File: src/rtl/dcache_bypass_arbiter_pkg.sv
// ============================================================================
// Module   : dcache_bypass_arbiter_pkg
// Brief    : Shared types for the cache-bypass request arbiter.
// Revision : 1.0 - initial release
// ============================================================================
`default_nettype none

package dcache_bypass_arbiter_pkg;

    typedef enum logic [1:0] {
        Idle     = 2'd0,
        Send     = 2'd1,
        WaitResp = 2'd2
    } arb_state_e;

    localparam int unsigned c_PORT_PTW   = 0;
    localparam int unsigned c_PORT_LOAD  = 1;
    localparam int unsigned c_PORT_STORE = 2;
    localparam int unsigned c_PORT_AMO   = 3;

    // Storage is sized for the widest supported bus; narrower configurations use the low bits.
    localparam int unsigned c_MAX_ADDR_W = 64;
    localparam int unsigned c_MAX_DATA_W = 64;
    localparam int unsigned c_MAX_BE_W   = c_MAX_DATA_W / 8;

    typedef struct packed {
        logic [c_MAX_ADDR_W-1:0] addr;
        logic                    we;
        logic [c_MAX_DATA_W-1:0] wdata;
        logic [c_MAX_BE_W-1:0]   be;
        logic [1:0]              size;
    } bypass_req_t;

endpackage

`default_nettype wire

File: src/rtl/dcache_rr_select.sv
// ============================================================================
// Module   : dcache_rr_select
// Brief    : Combinational round-robin pick: first set request at or above ptr.
// Revision : 1.0 - initial release
// ============================================================================
`default_nettype none

module dcache_rr_select #(
    parameter int unsigned NR_PORTS = 3,
    parameter int unsigned IDX_W    = 2
) (
    input  logic [NR_PORTS-1:0] req_i,
    input  logic [IDX_W-1:0]    ptr_i,
    output logic [NR_PORTS-1:0] gnt_o,
    output logic [IDX_W-1:0]    idx_o,
    output logic                valid_o
);

    logic [IDX_W:0]   w_sum;
    logic [IDX_W-1:0] w_cand;

    // Walk offsets from farthest to nearest so the nearest set request wins.
    always_comb begin
        gnt_o   = '0;
        idx_o   = '0;
        valid_o = 1'b0;
        w_sum   = '0;
        w_cand  = '0;
        for (int i = NR_PORTS - 1; i >= 0; i--) begin
            w_sum = {1'b0, ptr_i} + (IDX_W+1)'(i);
            if (w_sum >= (IDX_W+1)'(NR_PORTS)) begin
                w_sum = w_sum - (IDX_W+1)'(NR_PORTS);
            end
            w_cand = w_sum[IDX_W-1:0];
            if (req_i[w_cand]) begin
                gnt_o         = '0;
                gnt_o[w_cand] = 1'b1;
                idx_o         = w_cand;
                valid_o       = 1'b1;
            end
        end
    end

endmodule

`default_nettype wire

File: src/rtl/dcache_bypass_arbiter.sv
// ============================================================================
// Module   : dcache_bypass_arbiter
// Brief    : Round-robin arbiter sharing one single-outstanding bypass channel.
// Revision : 1.0 - initial release
// ============================================================================
`default_nettype none

module dcache_bypass_arbiter
    import dcache_bypass_arbiter_pkg::*;
#(
    parameter int unsigned NR_PORTS   = 3,
    parameter int unsigned ADDR_WIDTH = 64,
    parameter int unsigned DATA_WIDTH = 64
) (
    input  logic                           clk_i,
    input  logic                           rst_ni,
    input  logic                           flush_i,
    output logic                           flush_ack_o,
    output logic                           busy_o,
    input  logic [NR_PORTS-1:0]            req_i,
    output logic [NR_PORTS-1:0]            gnt_o,
    input  logic [NR_PORTS*ADDR_WIDTH-1:0] addr_i,
    input  logic [NR_PORTS-1:0]            we_i,
    input  logic [NR_PORTS*DATA_WIDTH-1:0] wdata_i,
    input  logic [NR_PORTS*DATA_WIDTH/8-1:0] be_i,
    input  logic [NR_PORTS*2-1:0]          size_i,
    output logic [NR_PORTS-1:0]            rvalid_o,
    output logic [DATA_WIDTH-1:0]          rdata_o,
    output logic                           mem_req_o,
    input  logic                           mem_gnt_i,
    output logic [ADDR_WIDTH-1:0]          mem_addr_o,
    output logic                           mem_we_o,
    output logic [DATA_WIDTH-1:0]          mem_wdata_o,
    output logic [DATA_WIDTH/8-1:0]        mem_be_o,
    output logic [1:0]                     mem_size_o,
    input  logic                           mem_rvalid_i,
    input  logic [DATA_WIDTH-1:0]          mem_rdata_i
);

    localparam int unsigned c_IDX_W = (NR_PORTS > 1) ? $clog2(NR_PORTS) : 1;
    localparam int unsigned c_BE_W  = DATA_WIDTH / 8;

    arb_state_e       r_state, w_state_d;
    logic [c_IDX_W-1:0] r_rr, w_rr_d;
    logic [c_IDX_W-1:0] r_owner;
    bypass_req_t      r_req;
    bypass_req_t      w_port_req [NR_PORTS];

    logic [NR_PORTS-1:0] w_sel_gnt;
    logic [c_IDX_W-1:0]  w_sel_idx;
    logic                w_sel_valid;
    logic                w_latch;

    for (genvar p = 0; p < NR_PORTS; p++) begin : g_port
        assign w_port_req[p].addr  = c_MAX_ADDR_W'(addr_i[p*ADDR_WIDTH +: ADDR_WIDTH]);
        assign w_port_req[p].we    = we_i[p];
        assign w_port_req[p].wdata = c_MAX_DATA_W'(wdata_i[p*DATA_WIDTH +: DATA_WIDTH]);
        assign w_port_req[p].be    = c_MAX_BE_W'(be_i[p*c_BE_W +: c_BE_W]);
        assign w_port_req[p].size  = size_i[p*2 +: 2];
    end

    dcache_rr_select #(
        .NR_PORTS (NR_PORTS),
        .IDX_W    (c_IDX_W)
    ) u_rr_select (
        .req_i   (req_i),
        .ptr_i   (r_rr),
        .gnt_o   (w_sel_gnt),
        .idx_o   (w_sel_idx),
        .valid_o (w_sel_valid)
    );

    always_comb begin
        w_state_d   = r_state;
        w_rr_d      = r_rr;
        w_latch     = 1'b0;
        gnt_o       = '0;
        flush_ack_o = 1'b0;
        rvalid_o    = '0;
        rdata_o     = '0;
        case (r_state)
            Idle: begin
                if (flush_i) begin
                    flush_ack_o = 1'b1;
                end else if (w_sel_valid) begin
                    gnt_o     = w_sel_gnt;
                    w_latch   = 1'b1;
                    w_state_d = Send;
                end
            end
            Send: begin
                if (mem_gnt_i) begin
                    w_state_d = WaitResp;
                end
            end
            WaitResp: begin
                if (mem_rvalid_i) begin
                    rvalid_o[r_owner] = 1'b1;
                    rdata_o           = mem_rdata_i;
                    // Next search starts just past the port that was served.
                    w_rr_d            = (r_owner == c_IDX_W'(NR_PORTS - 1)) ? '0 : r_owner + 1'b1;
                    w_state_d         = Idle;
                end
            end
            default: w_state_d = Idle;
        endcase
    end

    always_ff @(posedge clk_i or negedge rst_ni) begin
        if (!rst_ni) begin
            r_state <= Idle;
            r_rr    <= '0;
            r_owner <= '0;
            r_req   <= '0;
        end else begin
            r_state <= w_state_d;
            r_rr    <= w_rr_d;
            if (w_latch) begin
                r_req   <= w_port_req[w_sel_idx];
                r_owner <= w_sel_idx;
            end
        end
    end

    assign busy_o      = (r_state != Idle);
    assign mem_req_o   = (r_state == Send);
    assign mem_addr_o  = r_req.addr[ADDR_WIDTH-1:0];
    assign mem_we_o    = r_req.we;
    assign mem_wdata_o = r_req.wdata[DATA_WIDTH-1:0];
    assign mem_be_o    = r_req.be[c_BE_W-1:0];
    assign mem_size_o  = r_req.size;

    a_gnt_onehot : assert property (@(posedge clk_i) disable iff (!rst_ni) $onehot0(gnt_o));
    a_rvalid_onehot : assert property (@(posedge clk_i) disable iff (!rst_ni) $onehot0(rvalid_o));
    a_mem_stable : assert property (@(posedge clk_i) disable iff (!rst_ni)
        (mem_req_o && !mem_gnt_i) |=> $stable({mem_addr_o, mem_we_o, mem_wdata_o, mem_be_o, mem_size_o}));

endmodule

`default_nettype wire

File: config.mk
export PLATFORM = sky130hd
export DESIGN_NAME = dcache_bypass_arbiter
export DESIGN_NICKNAME = d
export VERILOG_FILES = /design/src/rtl/dcache_bypass_arbiter_pkg.sv /design/src/rtl/dcache_rr_select.sv /design/src/rtl/dcache_bypass_arbiter.sv
export SDC_FILE = /design/constraint.sdc
export NUM_CORES = 1
export LEC_CHECK = 0
export ABC_AREA = 0
export BUFFER_PORTS_ARGS = -buffer_cell sky130_fd_sc_hd__buf_2
export CORE_AREA = 3 3 275 277
export CTS_BUF_LIST = sky130_fd_sc_hd__clkbuf_16
export DETAILED_ROUTE_END_ITERATION = 16
export DIE_AREA = 0 0 278 280
export GPL_ROUTABILITY_DRIVEN = 0
export GPL_TIMING_DRIVEN = 0
export SYNTH_ARGS = -nofsm -noshare
export SYNTH_HDL_FRONTEND = slang
export SYNTH_SLANG_ARGS = --single-unit
File: constraint.sdc
create_clock -name clk_i -period 2.4 [get_ports clk_i]
set_input_delay 0.12 -clock clk_i [delete_from_list [all_inputs] [get_ports clk_i]]
set_output_delay 0.12 -clock clk_i [all_outputs]
set_load 0.1 [all_outputs]
==> results of run 1 <==
==> worst paths after layout <==
check	startpoint	end	depth (start not counted)	slack, ns
setup / recovery	r_rr[0]	mem_be_o[2]	12	-0.33
setup reg to reg	r_rr[0]	mem_be_o[2]	12	-0.33
hold reg to reg	mem_addr_o[25]	mem_addr_o[25]	2	0.48
max in group asynchronous	rst_ni	mem_wdata_o[13]	3	1.32
min in group asynchronous	rst_ni	mem_addr_o[19]	2	0.15
hold / removal	addr_i[101]	mem_addr_o[37]	4	0.06
==> cells in the mapped netlist (all sizes together) <==
cell	instances
and3b	139
a21boi	2
buf	82
nor2b	1
a2111oi	139
o31ai	1
and2	64
o21a	1
o31a	1
a31oi	139
nand2b	4
ha	3
a211oi	2
nand3b	2
inv	146
a21oi	2
nand3	140
nor2	5
a221oi	1
o21ai	7
nor3b	3
nand4	139
nor3	141
mux2i	4
nand2	144
o211a	1
dfrtp	145
clkbuf	157
o211ai	139
a21o	4
or2	3
o22ai	1
==> registers in the layout, summed over array words and instances, names as in the netlist <==
signal	count
mem_addr_o	64
mem_be_o	8
mem_size_o	2
mem_wdata_o	64
mem_we_o	1
r_owner	2
r_rr	2
r_state	2
==> layout make-up <==
cell class / instances / area, sq um
inverters: 146 / 548
flip-flops and latches: 145 / 3630
repair buffers: 955 / 6820
clock inverters: 15 / 144
plain buffers: 229 / 2000
well taps: 959 / 1200
multi-input cells: 1232 / 10400
diodes: 19 / 47.5
fillers: 7519 / 47900
clock buffers: 17 / 425
==> cells by family after synthesis <==
| group | after synthesis | share of synthesized area |
|---|---|---|
| AND/OR/NAND/NOR | 785 | 0.338 |
| AO/OA/AOI/OAI | 440 | 0.267 |
| buffers and inverters | 385 | 0.118 |
| flip-flops | 145 | 0.270 |
| multiplexers | 4 | 0.00391 |
| adder cells (fa/ha/maj) | 3 | 0.00279 |
==> report_power, final <==
group          total (mW)  internal (mW)  switching (mW)
Clock                2.89           1.52            1.37
Combinational        32.4           9.81            22.6
Sequential           4.25           3.60           0.652
Total                39.6           14.9            24.6
==> worst max-delay path: stages (launching register included) <==
cell       delay [ns]
dfrtp_1          0.40
inv_2            0.09
ha_4             0.23
mux2i_4          0.20
o211a_4          0.27
buf_16           0.14
buf_12           0.14
buf_16           0.15
buf_12           0.13
buf_12           0.14
a2111oi_2        0.34
and3b_1          0.22
o211ai_2         0.17
==> routing by layer <==
metal	up-vias	part of all wire	GRT usage
met1	9548	0.41	0.283
met3	196	0.096	0.0622
li1	8676	-	-
met4	20	0.033	0.0850
met5	-	0.0014	0
met2	1065	0.46	0.346
==> repair_timing <==
action | CTS | global route
pin swaps | 54 | 217
buffers inserted | 45 | 41
hold buffers | 142 | 0
setup endpoints to repair | 204 | 205
gates resized for setup | 560 | 446
hold endpoints to repair | 204 | 0
cloned | 16 | 15
==> out/metrics.cfg, run 1 <==
[clock_tree]
h-tree-depth = 4
ctsLongestPathBuffers = 2
cts_root_buffer = clkbuf_16
clk_pin_slew_worst_paths_ns = 0.08
clkSinkCount = 145
cts_made_buffers = 17
clk_latency_ns = 0.49
cts_tree = yes

[floorplan]
die_height_um = 280
io_pins = 701
die_w_um = 278
row_count = 99
die_area_sq_um = 77800
core_region_area_sq_um = 73100
start_util = 0.184

[routing]
drt_wl_total_um = 92100
antenna_left = 0
drt_iter0_drc = 1792
drc = 0
wl_per_cell_um = 24.8
vias = 19500
first_pass_iters = 7
via_per_inst = 5.25

[outcome]
violations = negative setup slack
run_status = complete, but fails checks

[place]
placed_cell_area_sq_um = 18200
dp.cells = 3422
post-place-ws_ns = -1.35
io_buffers = 700
hpwl_um = 65100

[worst_hold_path]
hold_class = in -> reg

[sta]
setup-violations-final = 142
tightest_slew_ns = 0.755
slew_viol_final = 0
fin_skew_ns = 0.0227
rsz0062_at_grt = yes
hold_viol = 0
max_freq_mhz = 367
hold_ws_ns = 0.0602
timing.final.crit_share = 1.14
fin_setup_tns_ns = -27.95
setup_ws_ns = -0.327
finalCriticalPeriod_ns = 2.73
slew_headroom = 0.497

[synth]
yosys.area.top_type = dfrtp_1
synth_nets = 2254
ys_warn_count = 0
ys_seq_area_frac = 0.270
synth_cell_types = 39
post-synth-top-area-fraction = 0.270
ys_ff_latch = 145
synthCells = 1762
synth_area_sq_um = 13400
synth_area_leaders = dfrtp_1 27%, a2111oi_0 9.1%, and3b_1 9.1%
syn_avg_cell_area_sq_um = 7.62

[power]
power_density_nw_per_um2 = 1570
leakage_nw = 10.9
ir_worst_vdd_mv = 1.10
finalPower_mw = 39.6

[global_routing]
grt_pass1_vias = 19100
grt_pass1_wl_um = 129000
grt_usage = 0.219
overflow = 0
antenna_found_initial = 28
grt_max_degree = 83

[flow_run]
max_cap_viol_count = 0

[cells_and_area]
mostFrequentLayoutCells = 672 x buf_2, 147 x inv_1, 144 x dfrtp_1, 143 x nand2_1, 142 x dlygate4sd3_1
final_nets = 3218
layout_commonest_cell = buf_2
syn2layout_area_growth_pct = 87.5
final_area_sq_um = 25200
post-route-util = 0.345
fin_cells = 3717
drive_gt1_frac = 0.474

[worst_setup_path]
path_class = reg -> reg
crit_path_end_kind = flop
required_ns = 2.81
worstPathMaxFanout = 6
cp.arrival_ns = 3.13
start_kind = flop

Note: power is estimated with default switching activity, not from simulation.
==> run 2: changes to the inputs <==
--- a/config.mk
+++ b/config.mk
@@ -13,6 +13,7 @@
 export DIE_AREA = 0 0 278 280
 export GPL_ROUTABILITY_DRIVEN = 0
 export GPL_TIMING_DRIVEN = 0
+export MAX_ROUTING_LAYER = met4
 export SYNTH_ARGS = -nofsm -noshare
 export SYNTH_HDL_FRONTEND = slang
 export SYNTH_SLANG_ARGS = --single-unit
==> out/metrics.cfg, run 2 (synthesized netlist as in run 1, its figures left out) <==
[outcome]
run_status = complete, but fails checks
violations = negative setup slack

[routing]
via_per_inst = 5.26  ; +0.16%
antenna_left = 0  ; unchanged
vias = 19600  ; +0.51%
drc = 0  ; unchanged
drt_wl_total_um = 93100  ; +1.1%
first_pass_iters = 5  ; -2
drt_iter0_drc = 1720  ; -4.0%
wl_per_cell_um = 25.0  ; +0.77%

[sta]
slew_headroom = 0.588  ; +0.0915
hold_viol = 0  ; unchanged
fin_skew_ns = 0.0209  ; -0.00176 ns
setup_ws_ns = -0.382  ; -0.0547 ns
slew_viol_final = 0  ; unchanged
finalCriticalPeriod_ns = 2.78  ; +0.0547 ns
setup-violations-final = 142  ; unchanged
rsz0062_at_grt = yes
max_freq_mhz = 359  ; -2.0%
timing.final.crit_share = 1.16  ; +0.0228
tightest_slew_ns = 0.618  ; -0.137 ns

[clock_tree]
cts_made_buffers = 17  ; unchanged
clk_pin_slew_worst_paths_ns = 0.08  ; about the same
cts_root_buffer = clkbuf_16
ctsLongestPathBuffers = 2  ; unchanged
cts_tree = yes
clkSinkCount = 145  ; unchanged
h-tree-depth = 4  ; unchanged
clk_latency_ns = 0.50  ; about the same

[global_routing]
grt_pass1_vias = 19100  ; -0.18%
grt_usage = 0.226  ; +0.00672
antenna_found_initial = 27  ; -3.6%
overflow = 0  ; unchanged
grt_max_degree = 83  ; unchanged
grt_pass1_wl_um = 129000  ; about the same

[worst_setup_path]
r2r_slack_ns = -0.31  ; +0.02 ns
worstReg2RegEnd = mem_be_o[2]
crit_end = gnt_o[1]
reg2regPathDepth = 12  ; unchanged
path_class = reg -> out
worstPathMaxFanout = 7  ; +1
required_ns = 2.28  ; -0.53 ns
start_kind = flop
cp.arrival_ns = 2.66  ; -0.47 ns
r2r-start = r_rr[0]
crit_path_end_kind = output pin
cp-startpoint = r_rr[1]

[place]
hpwl_um = 65100  ; unchanged
io_buffers = 700  ; unchanged
post-place-ws_ns = -1.35  ; unchanged

[cells_and_area]
layout_commonest_cell = buf_2
drive_gt1_frac = 0.477  ; +0.00330
mostFrequentLayoutCells = 669 x buf_2, 147 x inv_1, 144 x dfrtp_1, 143 x nand2_1, 142 x dlygate4sd3_1
final_nets = 3220  ; +0.062%
post-route-util = 0.349  ; +0.00414
fill_cells = 7488  ; -0.41%
syn2layout_area_growth_pct = 89.8

[floorplan]
core_region_area_sq_um = 73100  ; unchanged
io_pins = 701  ; unchanged
row_count = 99  ; unchanged
start_util = 0.184  ; unchanged
die_height_um = 280  ; unchanged
die_area_sq_um = 77800  ; unchanged
die_w_um = 278  ; unchanged

[power]
leakage_nw = 11.0  ; +0.54%
power_density_nw_per_um2 = 1570  ; about the same
ir_worst_vdd_mv = 1.10  ; -0.13%

[worst_hold_path]
whs_path_depth = 4  ; unchanged
hold_class = in -> reg

[flow_run]
max_cap_viol_count = 0  ; unchanged

==> run 2: changes by cell type in the layout (fill, tap and decap cells not counted), moves of 3 or more <==
cell / delta
a2111oi_4: +13
diode_2: +11
a2111oi_1: -5
buf_8: -5
a2111oi_0: -4
a2111oi_2: -4
buf_4: +4
buf_12: +3
buf_2: -3
buf_6: -3
clkbuf_2: +3
==> run 2: per-layer routing <==
metal | routed length (um) | share of wire | track usage
met1 | 38600 | 0.41 | 0.283
met2 | 43400 | 0.47 | 0.348
met3 | 7920 | 0.085 | 0.0629
met4 | 3160 | 0.034 | 0.0797
met5 | 0 | 0 | -
==> run 2: report_power, final <==
group	switching [mW]	total (mW)	internal [mW]
Clock	1.36	2.89	1.52
Sequential	0.655	4.26	3.60
Combinational	22.9	32.9	9.95
Total	24.9	40.0	15.1
==> run 2: through the flow <==
stage	setup TNS, ns	hold slack, ns	cells	power (mW)	area, sq um
finish	-28.92	0.0587	3730	40.0	25500
detailed placement	-158.58	0.0956	3422	28.7	18200
global route	-41.39	0.0489	3722	41.7	25500
CTS	-44.10	0.00581	3654	36.4	23200
floorplan	-0.999	-0.176	1762	22.2	13500
global placement	-388.01	0.330	3421	28.6	18200
==> run 2: worst max-delay path: stages (launching register included) <==
cell,delay [ns]
dfrtp_2,0.41
inv_1,0.05
ha_1,0.19
buf_6,0.15
nand2b_4,0.15
a21boi_4,0.24
buf_12,0.17
buf_12,0.15
clkbuf_16,0.17
a211oi_4,0.05
nor3_4,0.22
buf_12,0.20
==> run 2: what timing repair did <==
action | CTS | global route
buffers inserted | 45 | 40
resized for setup | 560 | 461
cloned | 16 | 18
hold buffers | 142 | 0
setup endpoints to repair | 204 | 205
pin swaps | 54 | 265
hold endpoints to repair | 204 | 0
==> run 2: cell type report <==
type / instances / area, sq um / area share
inverters: 146 / 548 / 0.0215
diodes: 30 / 75.1 / 0.00294
well taps: 959 / 1200 / 0.0471
multi-input cells: 1232 / 10600 / 0.416
clock buffers: 17 / 425 / 0.0167
repair buffers: 957 / 6890 / 0.270
clock inverters: 15 / 144 / 0.00564
flip-flops and latches: 145 / 3630 / 0.142
plain buffers: 229 / 1980 / 0.0777
==> run 2: worst min-delay path by stage <==
stage	from	to	slack (ns)
after floorplan	rst_ni	mem_addr_o[0]	-0.18
after global placement	mem_rvalid_i	r_state[1]	0.33
after detailed placement	rst_ni	mem_addr_o[19]	0.1
after CTS	addr_i[101]	mem_addr_o[37]	0.006
after global routing	addr_i[101]	mem_addr_o[37]	0.05
final	addr_i[101]	mem_addr_o[37]	0.06
